==> config.mk <==
export PLATFORM = sky130hd
export DESIGN_NAME = multicycle_controller
export DESIGN_NICKNAME = d
export VERILOG_FILES = /design/src/rtl/mc_ctrl_pkg.sv /design/src/rtl/mc_alu_decoder.sv /design/src/rtl/multicycle_controller.sv
export SDC_FILE = /design/constraint.sdc
export NUM_CORES = 1
export LEC_CHECK = 0
export ABC_AREA = 1
export CORE_UTILIZATION = 36
export CTS_CLUSTER_DIAMETER = 120
export DETAILED_ROUTE_END_ITERATION = 8
export PLACE_DENSITY = 0.89
export SYNTH_ARGS = -nofsm -noshare
export SYNTH_HDL_FRONTEND = slang
export SYNTH_SLANG_ARGS = --single-unit
==> constraint.sdc <==
create_clock -name clk -period 1.75 [get_ports clk]
set_clock_uncertainty 0.15 [all_clocks]
set_input_delay 0.35 -clock clk [delete_from_list [all_inputs] [get_ports clk]]
set_output_delay 0.35 -clock clk [all_outputs]
set_load 0.005 [all_outputs]
==> src/rtl/mc_ctrl_pkg.sv <==
// Shared definitions for the multi-cycle RV32I controller: FSM state encoding,
// opcode constants, ALU function codes, immediate-format codes and datapath
// mux select codes. Also holds the opcode -> immediate-format decode.
package mc_ctrl_pkg;

    typedef enum logic [3:0] {
        S_FETCH,
        S_DECODE,
        S_EXEC_R,
        S_EXEC_I,
        S_ALU_WB,
        S_MEM_ADR,
        S_MEM_RD,
        S_MEM_WB,
        S_MEM_WR,
        S_BRANCH,
        S_JAL,
        S_JALR_ADR,
        S_JALR_PC,
        S_LUI
    } state_t;

    // Coarse ALU request from the FSM; FUNCT defers to the instruction fields.
    typedef enum logic [1:0] {
        ALU_OP_ADD,
        ALU_OP_SUB,
        ALU_OP_FUNCT
    } alu_op_t;

    localparam logic [6:0] OPC_R    = 7'b0110011;
    localparam logic [6:0] OPC_I    = 7'b0010011;
    localparam logic [6:0] OPC_LW   = 7'b0000011;
    localparam logic [6:0] OPC_SW   = 7'b0100011;
    localparam logic [6:0] OPC_BR   = 7'b1100011;
    localparam logic [6:0] OPC_JAL  = 7'b1101111;
    localparam logic [6:0] OPC_JALR = 7'b1100111;
    localparam logic [6:0] OPC_LUI  = 7'b0110111;

    localparam logic [2:0] ALU_ADD  = 3'b000;
    localparam logic [2:0] ALU_SUB  = 3'b001;
    localparam logic [2:0] ALU_AND  = 3'b010;
    localparam logic [2:0] ALU_OR   = 3'b011;
    localparam logic [2:0] ALU_XOR  = 3'b100;
    localparam logic [2:0] ALU_SLT  = 3'b101;
    localparam logic [2:0] ALU_SLTU = 3'b110;

    localparam logic [2:0] IMM_I = 3'b000;
    localparam logic [2:0] IMM_S = 3'b001;
    localparam logic [2:0] IMM_B = 3'b010;
    localparam logic [2:0] IMM_J = 3'b011;
    localparam logic [2:0] IMM_U = 3'b100;

    localparam logic [1:0] RES_ALUOUT = 2'b00;
    localparam logic [1:0] RES_DATA   = 2'b01;
    localparam logic [1:0] RES_ALU    = 2'b10;

    localparam logic [1:0] SRCA_PC     = 2'b00;
    localparam logic [1:0] SRCA_OLD_PC = 2'b01;
    localparam logic [1:0] SRCA_REG    = 2'b10;
    localparam logic [1:0] SRCA_ZERO   = 2'b11;

    localparam logic [1:0] SRCB_REG  = 2'b00;
    localparam logic [1:0] SRCB_IMM  = 2'b01;
    localparam logic [1:0] SRCB_FOUR = 2'b10;

    // Immediate format depends only on the opcode; I-format covers I-ALU, lw, jalr.
    function automatic logic [2:0] imm_src_decode(input logic [6:0] opc);
        logic [2:0] sel;
        sel = IMM_I;
        case (opc)
            OPC_SW:  sel = IMM_S;
            OPC_BR:  sel = IMM_B;
            OPC_JAL: sel = IMM_J;
            OPC_LUI: sel = IMM_U;
            default: sel = IMM_I;
        endcase
        return sel;
    endfunction

endpackage

==> src/rtl/mc_alu_decoder.sv <==
// Combinational ALU function decoder: maps the FSM's coarse ALU request plus
// the instruction's opc/f3/f7 fields onto the 3-bit ALU function code.
module mc_alu_decoder
    import mc_ctrl_pkg::*;
(
    input  alu_op_t    alu_op,
    input  logic [6:0] opc,
    input  logic [2:0] f3,
    input  logic [6:0] f7,
    output logic [2:0] alu_func
);

    // Only f7[5] selects between add and sub; the remaining bits are ignored.
    logic unused_f7;
    assign unused_f7 = ^{f7[6], f7[4:0]};

    // Forced add/sub for address and compare micro-steps, otherwise f3-driven.
    always_comb begin
        alu_func = ALU_ADD;
        case (alu_op)
            ALU_OP_ADD: alu_func = ALU_ADD;
            ALU_OP_SUB: alu_func = ALU_SUB;
            default: begin
                case (f3)
                    3'b000:  alu_func = ((opc == OPC_R) && f7[5]) ? ALU_SUB : ALU_ADD;
                    3'b010:  alu_func = ALU_SLT;
                    3'b011:  alu_func = ALU_SLTU;
                    3'b100:  alu_func = ALU_XOR;
                    3'b110:  alu_func = ALU_OR;
                    3'b111:  alu_func = ALU_AND;
                    default: alu_func = ALU_ADD;
                endcase
            end
        endcase
    end

endmodule

==> src/rtl/multicycle_controller.sv <==
// Multi-cycle RV32I control FSM: one datapath micro-step per clock, driving
// register enables, mux selects and the ALU function.
// Optional feature: define CTRL_INSTR_CNT_EN to add the instr_count port and
// its retired-instruction counter.
module multicycle_controller
    import mc_ctrl_pkg::*;
#(
    parameter int unsigned CNT_W = 32
) (
    input  logic             clk,
    input  logic             rst,
    input  logic [6:0]       opc,
    input  logic [2:0]       f3,
    input  logic [6:0]       f7,
    input  logic             zero,
    input  logic             neg,
    output logic             PC_write,
    output logic             adr_src,
    output logic             mem_write,
    output logic             IR_write,
    output logic             reg_write,
    output logic [1:0]       result_src,
    output logic [1:0]       ALU_src_A,
    output logic [1:0]       ALU_src_B,
    output logic [2:0]       imm_src,
    output logic [2:0]       ALU_func
`ifdef CTRL_INSTR_CNT_EN
    ,
    output logic [CNT_W-1:0] instr_count
`endif
);

    state_t  state;
    state_t  next_state;
    alu_op_t alu_op;
    logic    pc_write_d;
    logic    mem_write_d;
    logic    ir_write_d;
    logic    reg_write_d;
    logic    branch_taken;

    // State register; reset returns to FETCH and aborts any instruction in flight.
    always_ff @(posedge clk or posedge rst) begin
        if (rst) begin
            state <= S_FETCH;
        end else begin
            state <= next_state;
        end
    end

    // Branch condition from the compare result of A - B.
    always_comb begin
        branch_taken = 1'b0;
        case (f3)
            3'b000:  branch_taken = zero;
            3'b001:  branch_taken = ~zero;
            3'b100:  branch_taken = neg;
            3'b101:  branch_taken = ~neg;
            default: branch_taken = 1'b0;
        endcase
    end

    // Next-state and Moore output decode; PC_write in BRANCH is the only Mealy term.
    always_comb begin
        next_state  = state;
        pc_write_d  = 1'b0;
        adr_src     = 1'b0;
        mem_write_d = 1'b0;
        ir_write_d  = 1'b0;
        reg_write_d = 1'b0;
        result_src  = RES_ALUOUT;
        ALU_src_A   = SRCA_PC;
        ALU_src_B   = SRCB_REG;
        alu_op      = ALU_OP_ADD;
        case (state)
            S_FETCH: begin
                ir_write_d = 1'b1;
                pc_write_d = 1'b1;
                ALU_src_A  = SRCA_PC;
                ALU_src_B  = SRCB_FOUR;
                result_src = RES_ALU;
                next_state = S_DECODE;
            end
            S_DECODE: begin
                ALU_src_A = SRCA_OLD_PC;
                ALU_src_B = SRCB_IMM;
                case (opc)
                    OPC_R:          next_state = S_EXEC_R;
                    OPC_I:          next_state = S_EXEC_I;
                    OPC_LW, OPC_SW: next_state = S_MEM_ADR;
                    OPC_BR:         next_state = S_BRANCH;
                    OPC_JAL:        next_state = S_JAL;
                    OPC_JALR:       next_state = S_JALR_ADR;
                    OPC_LUI:        next_state = S_LUI;
                    default:        next_state = S_FETCH;
                endcase
            end
            S_EXEC_R: begin
                ALU_src_A  = SRCA_REG;
                ALU_src_B  = SRCB_REG;
                alu_op     = ALU_OP_FUNCT;
                next_state = S_ALU_WB;
            end
            S_EXEC_I: begin
                ALU_src_A  = SRCA_REG;
                ALU_src_B  = SRCB_IMM;
                alu_op     = ALU_OP_FUNCT;
                next_state = S_ALU_WB;
            end
            S_ALU_WB: begin
                result_src  = RES_ALUOUT;
                reg_write_d = 1'b1;
                next_state  = S_FETCH;
            end
            S_MEM_ADR: begin
                ALU_src_A  = SRCA_REG;
                ALU_src_B  = SRCB_IMM;
                next_state = (opc == OPC_LW) ? S_MEM_RD : S_MEM_WR;
            end
            S_MEM_RD: begin
                adr_src    = 1'b1;
                result_src = RES_ALUOUT;
                next_state = S_MEM_WB;
            end
            S_MEM_WB: begin
                result_src  = RES_DATA;
                reg_write_d = 1'b1;
                next_state  = S_FETCH;
            end
            S_MEM_WR: begin
                adr_src     = 1'b1;
                result_src  = RES_ALUOUT;
                mem_write_d = 1'b1;
                next_state  = S_FETCH;
            end
            S_BRANCH: begin
                ALU_src_A  = SRCA_REG;
                ALU_src_B  = SRCB_REG;
                alu_op     = ALU_OP_SUB;
                result_src = RES_ALUOUT;
                pc_write_d = branch_taken;
                next_state = S_FETCH;
            end
            S_JAL: begin
                ALU_src_A  = SRCA_OLD_PC;
                ALU_src_B  = SRCB_FOUR;
                result_src = RES_ALUOUT;
                pc_write_d = 1'b1;
                next_state = S_ALU_WB;
            end
            S_JALR_ADR: begin
                ALU_src_A  = SRCA_REG;
                ALU_src_B  = SRCB_IMM;
                next_state = S_JALR_PC;
            end
            S_JALR_PC: begin
                // PC takes the jump target in ALUOut while the ALU forms old PC + 4 for the link.
                result_src = RES_ALUOUT;
                pc_write_d = 1'b1;
                ALU_src_A  = SRCA_OLD_PC;
                ALU_src_B  = SRCB_FOUR;
                next_state = S_ALU_WB;
            end
            S_LUI: begin
                ALU_src_A  = SRCA_ZERO;
                ALU_src_B  = SRCB_IMM;
                next_state = S_ALU_WB;
            end
            default: begin
                next_state = S_FETCH;
            end
        endcase
    end

    // Write enables are held off for the whole reset pulse, including the asynchronous entry.
    assign PC_write  = pc_write_d  & ~rst;
    assign mem_write = mem_write_d & ~rst;
    assign IR_write  = ir_write_d  & ~rst;
    assign reg_write = reg_write_d & ~rst;

    assign imm_src = imm_src_decode(opc);

    mc_alu_decoder u_alu_decoder (
        .alu_op   (alu_op),
        .opc      (opc),
        .f3       (f3),
        .f7       (f7),
        .alu_func (ALU_func)
    );

`ifdef CTRL_INSTR_CNT_EN
    logic retire;
    assign retire = (state != S_FETCH) && (state != S_DECODE) && (next_state == S_FETCH);

    // Count instructions that complete; an illegal opcode returning from DECODE does not count.
    always_ff @(posedge clk or posedge rst) begin
        if (rst) begin
            instr_count <= '0;
        end else if (retire) begin
            instr_count <= instr_count + CNT_W'(1);
        end
    end
`else
    localparam int unsigned UNUSED_CNT_W = CNT_W;
`endif

endmodule

==> metrics.txt, run 1 <==
Synth Register Bits=4; Starting Density=39.92%; Buffers on Ports=31; Clock Tree Buf Depth=2; cell count after synthesis=120; IO Pins=38; status=did not finish; area share of the largest cell type after synthesis=21.47%; Die X-Extent=43.81 um; site row count=14; count leader, synth=nand2_1; clock net sink count=4; worst endpoint after global-route timing repair=ALU_src_A[1]; ranking of synthesized cells by area=nand2_1 21%, dfrtp_1 16%, nor2_1 13%, inv_1 8.9%, nand3_1 7.2%; Placement Cell Area=0.001200 mm^2; stop err=[ERROR DPL-0038] Utilization greater than 100%, impossible to legalize; asr flop ratio synth=100.0%; area of the mapped netlist=629.4 um^2; Synth Flop Type=dfrtp_1; Synth area leader=nand2_1; sequential area share after synthesis=15.90%; largest net degree at the start of global routing=7; distinct cell type count after synthesis=21; worst_ep kind=top-level output; last stage reached=global routing; final HPWL from detailed placement=1.920 mm; Post-Syn Nets=141; Post-synth EDFFs=0; yosys warns=0; CTS root buffer=clkbuf_4; die height=43.81 um; GPL Wtd Cong=0.8368; syn avg cell area=5.245 um^2; TritonCTS buffer count=3; H-tree levels=1; top post-synthesis cells by count=36 x nand2_1, 21 x nor2_1, 15 x inv_1, 9 x nand3_1, 8 x inv_2
[timing repair]
action,4_1_cts
pin swaps,21
endpoints found under the setup margin,17
hold buffers,0
buffers inserted,23
resized for setup,127
[logic make-up after synthesis]
logic type | share of synthesized area (%)
compound gates | 14.51
flops | 15.91
simple gates | 55.87
buf+inv | 13.72
[stage by stage]
step	hold WS [ns]	setup slack (ns)	TNS (ns)	std cells
2_1_floorplan	-0.03392	0.3231	0	120
3_3_place_gp	0.5312	-0.5966	-5.327	199
3_5_place_dp	0.5564	-0.7086	-6.269	199
4_1_cts	0.3904	-0.1744	-0.9237	224
==> run 2: changes to the inputs <==
--- a/config.mk
+++ b/config.mk
@@ -6,10 +6,10 @@
 export NUM_CORES = 1
 export LEC_CHECK = 0
 export ABC_AREA = 1
-export CORE_UTILIZATION = 36
-export CTS_CLUSTER_DIAMETER = 120
+export CORE_AREA = 2 2 63 65
 export DETAILED_ROUTE_END_ITERATION = 8
-export PLACE_DENSITY = 0.89
+export DIE_AREA = 0 0 65 67
+export PLACE_DENSITY_LB_ADDON = 0.15
 export SYNTH_ARGS = -nofsm -noshare
 export SYNTH_HDL_FRONTEND = slang
 export SYNTH_SLANG_ARGS = --single-unit
==> metrics.txt, run 2 <==
largest net degree at the start of global routing=6; DRC viols=0; TritonCTS buffer count=3; max reg flops=4; clock net sink count=4; core area=0.003606 mm^2; Final Setup Violations=9; final HPWL from detailed placement=1.859 mm; Synth Flop Type=dfrtp_1; wire per inst=9.831 um; H-tree levels=1; multiplexer area fraction after synthesis=0%; Die X-Extent=65 um; Antenna Nets Post-Route=0; vias per inst=3.966; Critical Path AT=1.35 ns; GRT overflow=0; WS Path Type=reg2out; Synth Register Bits=4; vias in the first global route=1054; syn avg cell area=5.245 um^2; failing checks=negative setup slack; fin crit share=105.4%; GPL Wtd Cong=0.8015; Max Fclk=541.9 MHz; Compound-Gate Fraction of Synth Area=14.51%; cells on worst reg2reg path=11; cell count after synthesis=120; die height=67 um; Largest regs=state (4); Fillers=379; Setup TNS=-0.4245 ns; Setup crit start kind=flip-flop; Slew HR=83.04%; max-cap check violation count=0; proportion of layout cells with a drive suffix above 1=65.26%; Critical Path End Type=output pin; die area=0.004355 mm^2; ANT cells=0; Syn-to-layout area delta=157.9%; Layout Nets=236; commonest non-fill, non-tap cell in the layout=buf_4; unrepaired setup endpoints after global routing=yes; worst-path maximum fanout=4; commonest cells after routing, fill and taps aside=48 x buf_4, 28 x nand2_1, 15 x buf_2, 14 x inv_2, 12 x nor2_1; post-synthesis simple-gate area fraction=55.86%; clock latency on the worst-skew pair=0.21 ns; site row count=22; Reg area=100.1 um^2; Power, Total=1.070 mW; Synth area leader=nand2_1; DRT iter0 DRCs=38; Pre-antenna DRT Iters=4; Post-Synth XOR/XNOR Area=0%; type of the worst min-delay path=in2async; distinct cell type count after synthesis=21; count leader, synth=nand2_1; IO Pins=38; Post-synth EDFFs=0; CTS clk-pin slew, worst paths=0.03 ns; Vias=1035; Leak=0.8795 nW; count of final max-slew check failures=0; hold_buf cts=0; yosys warns=0; min setup slack post-route=-0.09534 ns; routed wire length=2.566 mm; CTS root buffer=clkbuf_8; initial antenna violation count=0; multi-input logic area=620.6 um^2; Biggest register=state; worst reg2reg path startpoint=state[3]; first-pass GRT wire length=4.333 mm; Tightest Pin Transition=0.2534 ns; Crit path required time=1.25 ns; VDD IR max=0.0003691 V; Post-Syn Nets=141; pwr/cell area=659.4 mW/mm^2; CTS tree=yes; GRT Util Overall=12.25%; adder-cell share of the synthesized area=0%; top post-synthesis cells by count=36 x nand2_1, 21 x nor2_1, 15 x inv_1, 9 x nand3_1, 8 x inv_2; Clock Tree Buf Depth=2; Hold Vio Cnt, Final=0; R2R setup slack=0.23 ns; largest family of logic cells by synthesized area=simple AND/OR/NAND/NOR gates; R2R Path End=state[0]; end of the critical path=IR_write; status=finished, violations left; Critical Path Source=state[3]; final worst path period need=1.845 ns; asr flop ratio synth=100.0%; sequential area share after synthesis=15.90%; area share of the largest cell type after synthesis=21.47%; area of the mapped netlist=629.4 um^2; ranking of synthesized cells by area=nand2_1 21%, dfrtp_1 16%, nor2_1 13%, inv_1 8.9%, nand3_1 7.2%; Buffers on Ports=31; Starting Density=17.45%
[run 2: cell counts after synthesis]
No cell type changed its count.
[run 2: per-layer routing]
layer,track usage (%),part of all wire (%)
met3,0.6757,2.9
met1,13.91,43
met5,0,0
met2,25.26,53
met4,1.596,0.58
[run 2: cell families (layout without fill, tap and decap cells)]
kind of cell,after synthesis,count (layout)
and+or+nand+nor,79,79
DFF,4,4
AOI/OAI and AO/OA,14,14
buffers and inverters,23,116
[run 2: per-stage QoR]
stage	instance area [um^2]	hold WS (ns)	worst slack, ns	cells	util [%]
2_1_floorplan	629.4	-0.03392	0.3231	120	-
3_3_place_gp	1292	0.5216	-0.6416	238	35.84
3_5_place_dp	1292	0.5279	-0.6643	238	35.84
4_1_cts	1543	0.1965	-0.08418	257	42.78
5_1_grt	1623	0.2308	-0.1845	261	45.00
6_report	1623	0.1936	-0.09534	261	45.00
[run 2: how the worst min path moves through the flow]
| stage | cells after the start | slack [ns] | endpoint | from |
|---|---|---|---|---|
| floorplan | 1 | -0.03 | state[0] | rst |
| global placement | 3 | 0.52 | state[2] | state[2] |
| detailed placement | 3 | 0.53 | state[2] | state[2] |
| CTS | 3 | 0.20 | state[0] | rst |
| global route | 3 | 0.23 | state[2] | rst |
| finish | 3 | 0.19 | state[0] | rst |
[run 2: critical path, stage by stage, from the launching register on]
cell and delay, ns:
dfrtp_1 0.39, inv_2 0.09, buf_6 0.11, nand2_8 0.06, nor2_4 0.14, buf_6 0.13
inv_4 0.03, nor2_2 0.07, buf_2 0.11
[run 2: power breakdown]
group / internal (mW) / switching [mW]
clock network: 0.146 / 0.0401
logic: 0.409 / 0.348
registers: 0.109 / 0.0177
[run 2: layout make-up]
cell class | count | share of cell area [%]
Clock buffer | 3 | 2.544
Timing Repair Buffer | 90 | 43.87
Inverter | 23 | 5.474
Multi-Input combinational cell | 93 | 38.24
Tap cell | 48 | 3.701
Sequential cell | 4 | 6.168
[run 2: what timing repair did]
item                                    4_1_cts  5_1_grt
pin swaps                                    16       10
endpoints found under the hold margin         0        0
buffers inserted                             16        5
resized for setup                           129       23
endpoints found under the setup margin       17       15
No activity file was read; power rests on OpenSTA's default activity.
==> run 3: changes to the inputs <==
--- a/config.mk
+++ b/config.mk
@@ -6,9 +6,9 @@
 export NUM_CORES = 1
 export LEC_CHECK = 0
 export ABC_AREA = 1
-export CORE_AREA = 2 2 63 65
+export CORE_AREA = 10 10 71 73
 export DETAILED_ROUTE_END_ITERATION = 8
-export DIE_AREA = 0 0 65 67
+export DIE_AREA = 0 0 81 83
 export PLACE_DENSITY_LB_ADDON = 0.15
 export SYNTH_ARGS = -nofsm -noshare
 export SYNTH_HDL_FRONTEND = slang
==> metrics.txt, run 3 (synthesis gave the netlist of run 2 again) <==
hold slack=0.3587 ns; Psw=0.3951 mW; Clock Tree Buf Depth=2; Setup crit start kind=flip-flop; Crit path required time=1.25 ns; pwr/cell area=645.1 mW/mm^2; GRT Util Overall=8.842%; Tightest Pin Transition=0.2461 ns; critical path's largest stage delay=0.39 ns; IO Pins=38; commonest non-fill, non-tap cell in the layout=buf_4; proportion of layout cells with a drive suffix above 1=63.16%; Max Fclk=542.6 MHz; fin crit share=105.3%; vias per inst=4.078; die area=0.006723 mm^2; Top Usage Layer GRT=met2; Layout Nets=232; first-pass GRT wire length=4.968 mm; final worst path period need=1.843 ns; min setup slack post-route=-0.09297 ns; unrepaired setup endpoints after global routing=yes; site row count=22; Largest regs=state (4); Antenna Nets Post-Route=0; worst-path maximum fanout=4; CTS tree=yes; DRT iter0 DRCs=34; CTS root buffer=clkbuf_8; CTS clk-pin slew, worst paths=0.03 ns; TritonCTS buffer count=3; Pre-antenna DRT Iters=4; Hold Vio Cnt, Final=0; status=finished, violations left; count of final max-slew check failures=0; R2R setup slack=0.16 ns; commonest cells after routing, fill and taps aside=41 x buf_4, 29 x nand2_1, 16 x buf_2, 16 x buf_6, 14 x nor2_1; GR Layer Usage met2=14.99%; GRT overflow=0; met3 usage=1.724%; core area=0.003633 mm^2; slowest CP cell=dfrtp_1; ANT cells=0; Slew HR=83.53%; Starting Density=17.32%; Leak=0.8718 nW; failing checks=negative setup slack; WS Path Type=reg2out; H-tree levels=1; type of the worst min-delay path=in2async; largest net degree at the start of global routing=7; final HPWL from detailed placement=2.140 mm; cells on worst reg2reg path=9; cells along the critical path=inv_2 > buf_6 > nand2_8 > nor2_4 > buf_6 > inv_2 > nor2_1 > buf_2; DRC viols=0; initial antenna violation count=0; GPL Wtd Cong=0.7892; max reg flops=4; power share of the sequential group=13.2%; die height=83 um; Layout Cells excl Fill=257; R2R Path End=state[2]; Internal=0.6317 mW; Vias=1048; power share of the clock group=19.2%; Die X-Extent=81 um; worst reg2reg path startpoint=state[3]; VDD IR max=0.0003463 V; wire per inst=11.34 um; Sw Ratio=38.48%; Critical Path End Type=output pin; Buffers on Ports=31; logic gate share of total power=67.6%; vias in the first global route=1117; dpl cells=238; Buf/Inv on CP=5; Biggest register=state; routed wire length=2.915 mm; clock latency on the worst-skew pair=0.22 ns; max-cap check violation count=0; Critical Path AT=1.34 ns; Final Setup Violations=6; clock net sink count=4; hold_buf cts=0; met1 Use GR=9.571%; Syn-to-layout area delta=152.9%; delay-heaviest family, CP=buffers and inverters
run 3: cell types whose count changed in the layout (fill, tap and decap cells not counted), moves of 2 or more:
cell	previous run	this run
buf_6	11	16
nor2_4	7	5
buf_4	48	41
nor2_1	12	14
dlygate4sd2_1	4	0
run 3: power by group through the flow:
stage / sequential, mW / combinational [mW] / clock, mW
6_report: 0.135 / 0.694 / 0.198
5_1_grt: 0.135 / 0.762 / 0.215
4_1_cts: 0.126 / 0.635 / 0.206
3_5_place_dp: 0.126 / 0.575 / 0
3_3_place_gp: 0.126 / 0.573 / 0
2_1_floorplan: 0.123 / 0.203 / 0
run 3: cell type report:
class	count	area [um^2]
clock buffer	3	41.29
fill	384	2042
inverter	23	91.34
multi-input combinational	93	618.1
sequential	4	101.3
tap	48	60.06
timing repair buffer	86	679.4
run 3: worst reg2reg max path, stage by stage (launching register included):
cell and delay [ns]:
dfrtp_1 0.39, inv_2 0.09, buf_6 0.12, buf_6 0.09, nand4_1 0.11, buf_4 0.15
buf_4 0.12, buf_4 0.13, a21boi_4 0.13, nand3_1 0.06
run 3: what timing repair did:
item,CTS,global route
setup endpoints to repair,17,21
gates resized for setup,126,35
pin swaps,19,17
gates cloned,0,0
buffers inserted,19,2
run 3: worst max-delay path by stage:
stage / slack (ns) / to / cells past startpoint / startpoint
6_report: -0.09 / IR_write / 8 / state[3]
5_1_grt: -0.16 / IR_write / 8 / state[3]
4_1_cts: -0.12 / PC_write / 7 / state[3]
3_5_place_dp: -0.68 / PC_write / 7 / f3[1]
3_3_place_gp: -0.66 / PC_write / 7 / f3[1]
2_1_floorplan: 0.32 / PC_write / 5 / state[1]
run 3: metal layers:
metal  up-vias  wire (um)  share of wire, %
met5         -          0                 0
met2        24       1496                51
met1       460       1192                41
met3         9        118               4.0
met4         0        108               3.7
li1        555          -                 -
run 3: through the flow:
step           instance area (um^2)  utilization [%]  setup slack (ns)  TNS [ns]  total power [mW]
2_1_floorplan                 629.4                -            0.3231         0            0.3261
3_3_place_gp                   1292            35.57           -0.6595    -6.202            0.6990
3_5_place_dp                   1292            35.57           -0.6752    -6.346            0.7005
4_1_cts                        1536            42.29           -0.1228   -0.4846            0.9663
5_1_grt                        1592            43.80           -0.1609   -0.8270             1.112
6_report                       1592            43.80          -0.09297   -0.2588             1.027
==> run 4: changes to the inputs <==
--- a/config.mk
+++ b/config.mk
@@ -9,6 +9,7 @@
 export CORE_AREA = 10 10 71 73
 export DETAILED_ROUTE_END_ITERATION = 8
 export DIE_AREA = 0 0 81 83
+export MAX_ROUTING_LAYER = met4
 export PLACE_DENSITY_LB_ADDON = 0.15
 export SYNTH_ARGS = -nofsm -noshare
 export SYNTH_HDL_FRONTEND = slang
==> results of run 4 <==
Same layout as run 3: the final DEF is identical, and so are final timing and power.
Among the figures that moved: final weighted congestion in routability-driven placement 0.7892 -> 0.8002; via count of the first global-routing pass 1117 -> 1118; overall routing resource usage 8.842% -> 9.073%
